## config.mk

```make
export PLATFORM = sky130hd
export DESIGN_NAME = tap_bank_flat
export DESIGN_NICKNAME = d
export VERILOG_FILES = /design/src/rtl/tap_bank_if.sv /design/src/rtl/tap_bank.sv /design/src/flat_wrapper.sv
export SDC_FILE = /design/constraint.sdc
export NUM_CORES = 1
export LEC_CHECK = 0
export BUFFER_PORTS_ARGS = -buffer_cell sky130_fd_sc_hd__clkbuf_2
export CAP_MARGIN = 20
export CELL_PAD_IN_SITES_DETAIL_PLACEMENT = 0
export CELL_PAD_IN_SITES_GLOBAL_PLACEMENT = 1
export CORE_MARGIN = 5
export CORE_UTILIZATION = 43
export CTS_BUF_LIST = sky130_fd_sc_hd__clkbuf_4 sky130_fd_sc_hd__clkbuf_8 sky130_fd_sc_hd__clkbuf_16
export DETAILED_ROUTE_END_ITERATION = 8
export GPL_TIMING_DRIVEN = 0
export MAX_ROUTING_LAYER = met4
export PLACE_DENSITY_LB_ADDON = 0.1
export SLEW_MARGIN = 25
export SYNTH_ARGS = -nofsm -noshare
export SYNTH_HDL_FRONTEND = slang
export SYNTH_SLANG_ARGS = --single-unit
```

## constraint.sdc

```tcl
create_clock -name clk -period 10.07 [get_ports clk]
set_input_delay 1.007 -clock clk [delete_from_list [all_inputs] [get_ports clk]]
set_output_delay 1.007 -clock clk [all_outputs]
set_load 0.02 [all_outputs]
```

## src/rtl/tap_bank_if.sv

```systemverilog
// tap_bank_if: write, clear, readback and status bundle for tap_bank.
`default_nettype none

interface tap_bank_if #(
  parameter int NTAPS = 16,
  parameter int TW    = 16
);
  logic                  i_tap_wr;
  logic [TW-1:0]         i_tap;
  logic                  i_clear;
  logic                  i_rd_start;
  logic                  i_rd_ready;
  logic                  o_rd_valid;
  logic [TW-1:0]         o_rd_data;
  logic [3:0]            o_rd_idx;
  logic                  o_rd_done;
  logic [4:0]            o_count;
  logic                  o_loaded;
  logic                  o_err;
  logic [NTAPS*TW-1:0]   o_taps;
  logic [19:0]           o_checksum;

  modport master (
    output i_tap_wr, i_tap, i_clear, i_rd_start, i_rd_ready,
    input  o_rd_valid, o_rd_data, o_rd_idx, o_rd_done, o_count,
           o_loaded, o_err, o_taps, o_checksum
  );

  modport slave (
    input  i_tap_wr, i_tap, i_clear, i_rd_start, i_rd_ready,
    output o_rd_valid, o_rd_data, o_rd_idx, o_rd_done, o_count,
           o_loaded, o_err, o_taps, o_checksum
  );
endinterface

`default_nettype wire

```

## src/rtl/tap_bank.sv

```systemverilog
// tap_bank: shift-in coefficient bank with write-order serial readback.
// Optional running checksum enabled by defining TAP_BANK_CHECKSUM_EN.
`default_nettype none

module tap_bank #(
  parameter int NTAPS = 16,
  parameter int TW    = 16
) (
  input  logic        clk,
  input  logic        i_reset,
  tap_bank_if.slave   bus
);

  typedef enum logic [1:0] {
    S_IDLE = 2'd0,
    S_READ = 2'd1,
    S_DONE = 2'd2
  } state_t;

  localparam logic [4:0] C_FULL     = 5'(NTAPS);
  localparam logic [3:0] C_LAST_IDX = 4'(NTAPS - 1);

  state_t        r_state;
  state_t        w_state_nx;
  logic [TW-1:0] r_taps [NTAPS];
  logic [4:0]    r_count;
  logic          r_err;
  logic [3:0]    r_rd_idx;
  logic [3:0]    w_rd_sel;
  logic          w_loaded;
  logic          w_accept;
  logic          w_transfer;
  logic          w_start;

  assign w_loaded   = (r_count == C_FULL);
  assign w_accept   = bus.i_tap_wr & ~bus.i_clear & (r_state != S_READ);
  assign w_transfer = (r_state == S_READ) & bus.i_rd_ready;
  assign w_start    = (r_state == S_IDLE) & bus.i_rd_start & w_loaded & ~bus.i_clear;
  // Oldest write sits at the top of the bank, so invert the index for write order.
  assign w_rd_sel   = C_LAST_IDX - r_rd_idx;

  always_ff @(posedge clk) begin
    if (i_reset) begin
      r_state <= S_IDLE;
    end else begin
      r_state <= w_state_nx;
    end
  end

  always_comb begin
    w_state_nx = r_state;
    case (r_state)
      S_IDLE: if (w_start) w_state_nx = S_READ;
      S_READ: begin
        if (bus.i_clear) begin
          w_state_nx = S_IDLE;
        end else if (w_transfer && (r_rd_idx == C_LAST_IDX)) begin
          w_state_nx = S_DONE;
        end
      end
      S_DONE:  w_state_nx = S_IDLE;
      default: w_state_nx = S_IDLE;
    endcase
  end

  always_ff @(posedge clk) begin
    if (i_reset) begin
      for (int k = 0; k < NTAPS; k++) begin
        r_taps[k] <= '0;
      end
    end else if (w_accept) begin
      for (int k = NTAPS - 1; k > 0; k--) begin
        r_taps[k] <= r_taps[k-1];
      end
      r_taps[0] <= bus.i_tap;
    end
  end

  always_ff @(posedge clk) begin
    if (i_reset) begin
      r_count  <= '0;
      r_err    <= 1'b0;
      r_rd_idx <= '0;
    end else begin
      if (bus.i_clear) begin
        r_count <= '0;
        r_err   <= 1'b0;
      end else begin
        if (w_accept && !w_loaded) begin
          r_count <= r_count + 5'd1;
        end
        if ((w_accept && w_loaded) || (bus.i_tap_wr && (r_state == S_READ))) begin
          r_err <= 1'b1;
        end
      end
      if (w_start) begin
        r_rd_idx <= '0;
      end else if (w_transfer && !bus.i_clear) begin
        r_rd_idx <= r_rd_idx + 4'd1;
      end
    end
  end

  for (genvar k = 0; k < NTAPS; k++) begin : g_flat
    assign bus.o_taps[TW*k +: TW] = r_taps[k];
  end

`ifdef TAP_BANK_CHECKSUM_EN
  logic [19:0] r_checksum;

  always_ff @(posedge clk) begin
    if (i_reset || bus.i_clear) begin
      r_checksum <= '0;
    end else if (w_accept) begin
      r_checksum <= r_checksum + 20'(bus.i_tap);
    end
  end

  assign bus.o_checksum = r_checksum;
`else
  assign bus.o_checksum = '0;
`endif

  assign bus.o_rd_valid = (r_state == S_READ);
  assign bus.o_rd_data  = r_taps[w_rd_sel];
  assign bus.o_rd_idx   = r_rd_idx;
  // A clear arriving in DONE suppresses the completion pulse.
  assign bus.o_rd_done  = (r_state == S_DONE) & ~bus.i_clear;
  assign bus.o_count    = r_count;
  assign bus.o_loaded   = w_loaded;
  assign bus.o_err      = r_err;

endmodule

`default_nettype wire

```

## src/flat_wrapper.sv

```systemverilog
// flat-port wrapper written by rule: the top's interface ports become plain ports
module tap_bank_flat 
#(
  parameter int NTAPS = 16,
  parameter int TW    = 16
)
  (clk, i_reset, bus_i_tap_wr, bus_i_tap, bus_i_clear, bus_i_rd_start, bus_i_rd_ready, bus_o_rd_valid, bus_o_rd_data, bus_o_rd_idx, bus_o_rd_done, bus_o_count, bus_o_loaded, bus_o_err, bus_o_taps, bus_o_checksum);
  tap_bank_if #(.NTAPS(NTAPS), .TW(TW)) bus_i ();
  input  logic clk;
  input  logic i_reset;
  input wire logic [$bits(bus_i.i_tap_wr)-1:0] bus_i_tap_wr;
  input wire logic [$bits(bus_i.i_tap)-1:0] bus_i_tap;
  input wire logic [$bits(bus_i.i_clear)-1:0] bus_i_clear;
  input wire logic [$bits(bus_i.i_rd_start)-1:0] bus_i_rd_start;
  input wire logic [$bits(bus_i.i_rd_ready)-1:0] bus_i_rd_ready;
  output wire logic [$bits(bus_i.o_rd_valid)-1:0] bus_o_rd_valid;
  output wire logic [$bits(bus_i.o_rd_data)-1:0] bus_o_rd_data;
  output wire logic [$bits(bus_i.o_rd_idx)-1:0] bus_o_rd_idx;
  output wire logic [$bits(bus_i.o_rd_done)-1:0] bus_o_rd_done;
  output wire logic [$bits(bus_i.o_count)-1:0] bus_o_count;
  output wire logic [$bits(bus_i.o_loaded)-1:0] bus_o_loaded;
  output wire logic [$bits(bus_i.o_err)-1:0] bus_o_err;
  output wire logic [$bits(bus_i.o_taps)-1:0] bus_o_taps;
  output wire logic [$bits(bus_i.o_checksum)-1:0] bus_o_checksum;
  assign bus_i.i_tap_wr = bus_i_tap_wr;
  assign bus_i.i_tap = bus_i_tap;
  assign bus_i.i_clear = bus_i_clear;
  assign bus_i.i_rd_start = bus_i_rd_start;
  assign bus_i.i_rd_ready = bus_i_rd_ready;
  assign bus_o_rd_valid = bus_i.o_rd_valid;
  assign bus_o_rd_data = bus_i.o_rd_data;
  assign bus_o_rd_idx = bus_i.o_rd_idx;
  assign bus_o_rd_done = bus_i.o_rd_done;
  assign bus_o_count = bus_i.o_count;
  assign bus_o_loaded = bus_i.o_loaded;
  assign bus_o_err = bus_i.o_err;
  assign bus_o_taps = bus_i.o_taps;
  assign bus_o_checksum = bus_i.o_checksum;
  tap_bank #(.NTAPS(NTAPS), .TW(TW)) u_core (.clk(clk), .i_reset(i_reset), .bus(bus_i));
endmodule
```

; ---- Word-level counts from Yosys, hierarchy flattened
; Memories as Yosys holds them, arrays and structs flattened.
; Index checks and enable logic that the tools add are counted.
[op_classes]
n_bitwise = 24
eq_ne = 7
n_addsub = 3
reduce_logical = 12
n_mux = 25
[op_table]
columns = cell, n
row1 = $mux W16, 16
row2 = $or A1 B1 Y1, 16
row3 = $and A1 B1 Y1, 7
row4 = $mux W2, 3
row5 = $add A5 B1 Y5 const B, 1
row6 = $eq A5 B5 Y1 const B, 1
row7 = $logic_and A1 B1 Y1, 5
row8 = $mux W1, 5
row9 = $add A4 B1 Y4 const B, 1
row10 = $eq A4 B4 Y1 const B, 1
row11 = $ne A2 B1 Y1 const B, 2
row12 = $pmux W2 S2, 1
row13 = $reduce_or A2 Y1, 2
row14 = $sub A4 B4 Y4 const A, 1
row15 = $ne A3 B2 Y1 const B, 1
row16 = $eq A2 B1 Y1 const B, 1
row17 = $eq A2 B2 Y1 const B, 1
row18 = $logic_not A1 Y1, 2
row19 = $logic_not A2 Y1, 1
row20 = $reduce_and A2 Y1, 1
row21 = $logic_or A1 B1 Y1, 1
row22 = $not A1 Y1, 1
[word_totals]
memories = 1
regBits = 12
in_bits = 22
ramBits = 256
elab_cells = 76
out_inout_bits = 305
[memory_table]
columns = memory, words, width, rd, rd_clocked_by_memory_dff, write_ports, line_no
row1 = u_core.r_taps, 16, 16, 17, 0, 16, tap_bank.sv:25  ; logic [TW-1:0] r_taps [NTAPS];

; ---- Longest topological paths before layout
[depth]
depth_word = 7
mapped_depth = 6

; ---- Worst setup path after synthesis
; OpenSTA, ideal clock, no wires.
[synth_path]
kind = in2reg
start = in i_reset
end = mem u_core.r_taps[0][0], enable pin
n_path_buf = 0
arrival_ns = 7.134
stages = 1
path_slack_ns = 2.272
setup_time_ns = 0.664
cell_sequence = nand2b_1
[synth_lines]
columns = element, line_no
row1 = from (decl), flat_wrapper.sv:10  ; input logic i_reset;
row2 = to (decl), tap_bank.sv:25

; ---- Worst setup path after layout
[layout_path]
start = reg u_core.r_rd_idx[1], in the netlist u_core.bus.o_rd_idx[1]
end = out bus_o_rd_data[14]
[layout_via]
elab_chain_len = 2
[layout_lines]
columns = element, line_no
row1 = from (decl), tap_bank.sv:28  ; logic [3:0] r_rd_idx;
row2 = from (signal assigned), tap_bank.sv:99  ; r_rd_idx <= r_rd_idx + 4'd1;
row3 = $sub A4 B4 Y4, tap_bank.sv:40  ; assign w_rd_sel = C_LAST_IDX - r_rd_idx;
row4 = $mem_v2 Z16 W16, n/a
row5 = to (decl), flat_wrapper.sv:17  ; output wire logic [$bits(bus_i.o_rd_data)-1:0] bus_o_rd_data;
; No other way between the ends.

==> impl_metrics.csv <==
group,metric,value,unit
outcome,outcome,"complete, no violations",
sta,fin_crit,3.59,ns
clock_tree,worstSkewPairLatency,0.53,ns
drt,dr_total_vias,7648,
logic_synthesis,async_reset_ff_share,0,%
sta,final.period_utilization,35.7,%
run,cap_violations,0,
sta,worst_pin_slew,0.763,ns
setup_path,worstPathArrival,2.59,ns
logic_synthesis,synth_top_area_share,63.5,%
drt,via_per_inst,5.02,
drt,wirelength,33.0,mm
logic_synthesis,ys_types,41,
layout,design_area,15300,um2
grt,grt_util_all_layers,20.9,%
clock_tree,cts_tree,"yes",
power_and_ir_drop,p_clk_share,41.1,%
floorplan,boundaryPins,327,
floorplan,dieArea,31600,um2
floorplan,rows,61,
clock_tree,cts.sinks,268,
clock_tree,cts-root-buf,"clkbuf_16",
power_and_ir_drop,comb_power_share,10.0,%
grt,overflow,0,
drt,dr.pass1.iters,7,
layout,fin_util,55.1,%
logic_synthesis,synthTopCellsByArea,"edfxtp_1, and2_1, mux4_2, dfxtp_1, a22oi_1",
setup_path,cp-start-kind,"flip-flop",
sta,rsz0062_at_grt,"false",
sta,relSlewSlack,49.1,%
hold_path,hold-path-cell-count,2,
setup_path,r2r_cells,6,
clock_tree,postCtsSetupRepairBufs,0,
power_and_ir_drop,internal_power,2.08,mW
power_and_ir_drop,p_switching,0.652,mW
clock_tree,cts.htree.levels,1,
logic_synthesis,synth_common_cells,"and2_1, edfxtp_1, mux4_2",
grt,grt_pass1_vias,7544,
floorplan,start_util,43.6,%
sta,slew_viol_final,0,
sta,skew,0.0129,ns
clock_tree,cts_buffers,29,
logic_synthesis,synth-edff-count,256,
clock_tree,clk_pin_slew,0.06,ns
drt,ant_nets,0,
logic_synthesis,syn-cell-area,12100,um2
grt,grt_pass1_wl,48.4,mm
placed_design,port_buffers,305,
sta,hold_violations,0,
clock_tree,cts_resized,0,
placed_design,hpwl,25.9,mm
layout,register_area,7930,um2
setup_path,crit_path_end_kind,"primary output",
grt,grt_max_degree,49,
logic_synthesis,synth_top_area_cell,"edfxtp_1",
layout,multi_input_area,3800,um2
hold_path,hold_class,"flip-flop to flip-flop",
logic_synthesis,yosysMostFrequentCell,"and2_1",
power_and_ir_drop,sw_frac_of_total,23.9,%
placed_design,dpl_cell_area,14300,um2
floorplan,die_y,178,um
setup_path,path_class,"flip-flop to primary output",
sta,setup_viol,0,
layout,drive_gt1_share,42.4,%
layout,fillerInstances,2435,
drt,drtIter0Drc,619,
setup_path,required,9.06,ns
logic_synthesis,avgSynthCellArea,15.8,um2
sta,whs,0.454,ns
floorplan,core-area,27800,um2
grt,antenna_found_initial,0,
layout,area_growth,26.4,%
setup_path,path_max_fanout,10,
power_and_ir_drop,p_leak,6.48,nW
logic_synthesis,synth-seq-area-share,65.5,%
floorplan,die_w,178,um
placed_design,routabilityCongestion,0.808,
logic_synthesis,yosys_warnings,0,
logic_synthesis,syn_inst,764,
power_and_ir_drop,seqPwrFrac,48.9,%
logic_synthesis,synth_flop_cell,"edfxtp_1",
sta,fmax,0.278,GHz
drt,wl_per_cell,21.6,um
drt,drc,0,
layout,finish.net_count,1149,
power_and_ir_drop,ir_worst_vdd,0.137,mV
clock_tree,ctsHoldBuffers,0,
power_and_ir_drop,p_per_area,178,nW/um2
clock_tree,ctsLongestPathBuffers,3,
logic_synthesis,synth-seq-cells,268,
power_and_ir_drop,totalPowerFinal,2.73,mW
-- cell families after synthesis --
kind of cell	Yosys count	synth area share (%)
simple gates	304	15.5
flops	268	65.5
buf+inv	76	3.77
mux	66	12.1
compound gates	42	2.50
xor+xnor	4	0.289
fa+ha+maj	3	0.310
other cells	1	0.0310
-- power by group through the flow --
stage,clock network (mW),logic [mW],registers (mW)
2_1_floorplan,0,0.0849,1.44
3_3_place_gp,0,0.268,1.38
3_5_place_dp,0,0.275,1.36
4_1_cts,1.14,0.276,1.33
5_1_grt,1.19,0.289,1.34
6_report,1.12,0.272,1.33
-- cells in the final DEF (no fill, tap or decap), types with 12 or more instances in the layout --
master | Yosys | final
mux4_2 | 64 | 64
clkbuf_16 | 0 | 29
buf_2 | 31 | 31
clkbuf_2 | 3 | 308
nand2_1 | 20 | 20
dfxtp_1 | 12 | 12
a22oi_1 | 32 | 32
edfxtp_1 | 256 | 256
buf_4 | 20 | 20
conb_1 | 1 | 20
and2_1 | 260 | 260
-- path summary, 6_finish.rpt --
check | from | end | slack [ns]
max | u_core.bus.o_rd_idx[1] | bus_o_rd_data[14] | 6.48
min | u_core.bus.o_err | u_core.bus.o_err | 0.45
max reg2reg | u_core.r_state[1] | u_core.r_taps[15][8] | 7.50
min reg2reg | u_core.bus.o_err | u_core.bus.o_err | 0.45
-- worst max-delay path, stage by stage (launching register included) --
cell	delay [ns]
dfxtp_1	0.45
buf_2	0.36
buf_2	0.38
mux4_2	0.41
a22oi_1	0.19
nand2_1	0.07
clkbuf_2	0.18
-- registers in the layout, summed over array words and instances (netlist names) --
register and cells:
u_core.bus.o_err 1, u_core.bus.o_rd_idx 4, u_core.bus.o_count 5, u_core.r_state 2
u_core.r_taps 256
-- routing by layer --
metal / GRT usage (%) / wire length, um / vias up
li1: - / - / 3525
met1: 28.5 / 14300 / 3814
met2: 32.3 / 15400 / 276
met3: 5.88 / 2760 / 33
met4: 3.67 / 531 / 0
met5: - / 0 / -
-- through the flow --
| stage | std cells | setup TNS [ns] | setup slack, ns |
|---|---|---|---|
| after floorplan | 783 | 0 | 2.27 |
| after global placement | 1466 | -238.69 | -0.957 |
| after detailed placement | 1471 | 0 | 6.86 |
| after CTS | 1524 | 0 | 6.45 |
| after global routing | 1524 | 0 | 6.31 |
| final | 1525 | 0 | 6.48 |
-- final cells by class --
class	instances	area share, %
antenna	1	0.0164
buffer	71	2.86
clock buffer	36	5.09
clock inverter	17	1.48
inverter	5	0.123
multi-input combinational	439	24.8
sequential	268	51.8
tap	378	3.09
timing repair buffer	310	10.7
Note: power is estimated with default switching activity, not from simulation.
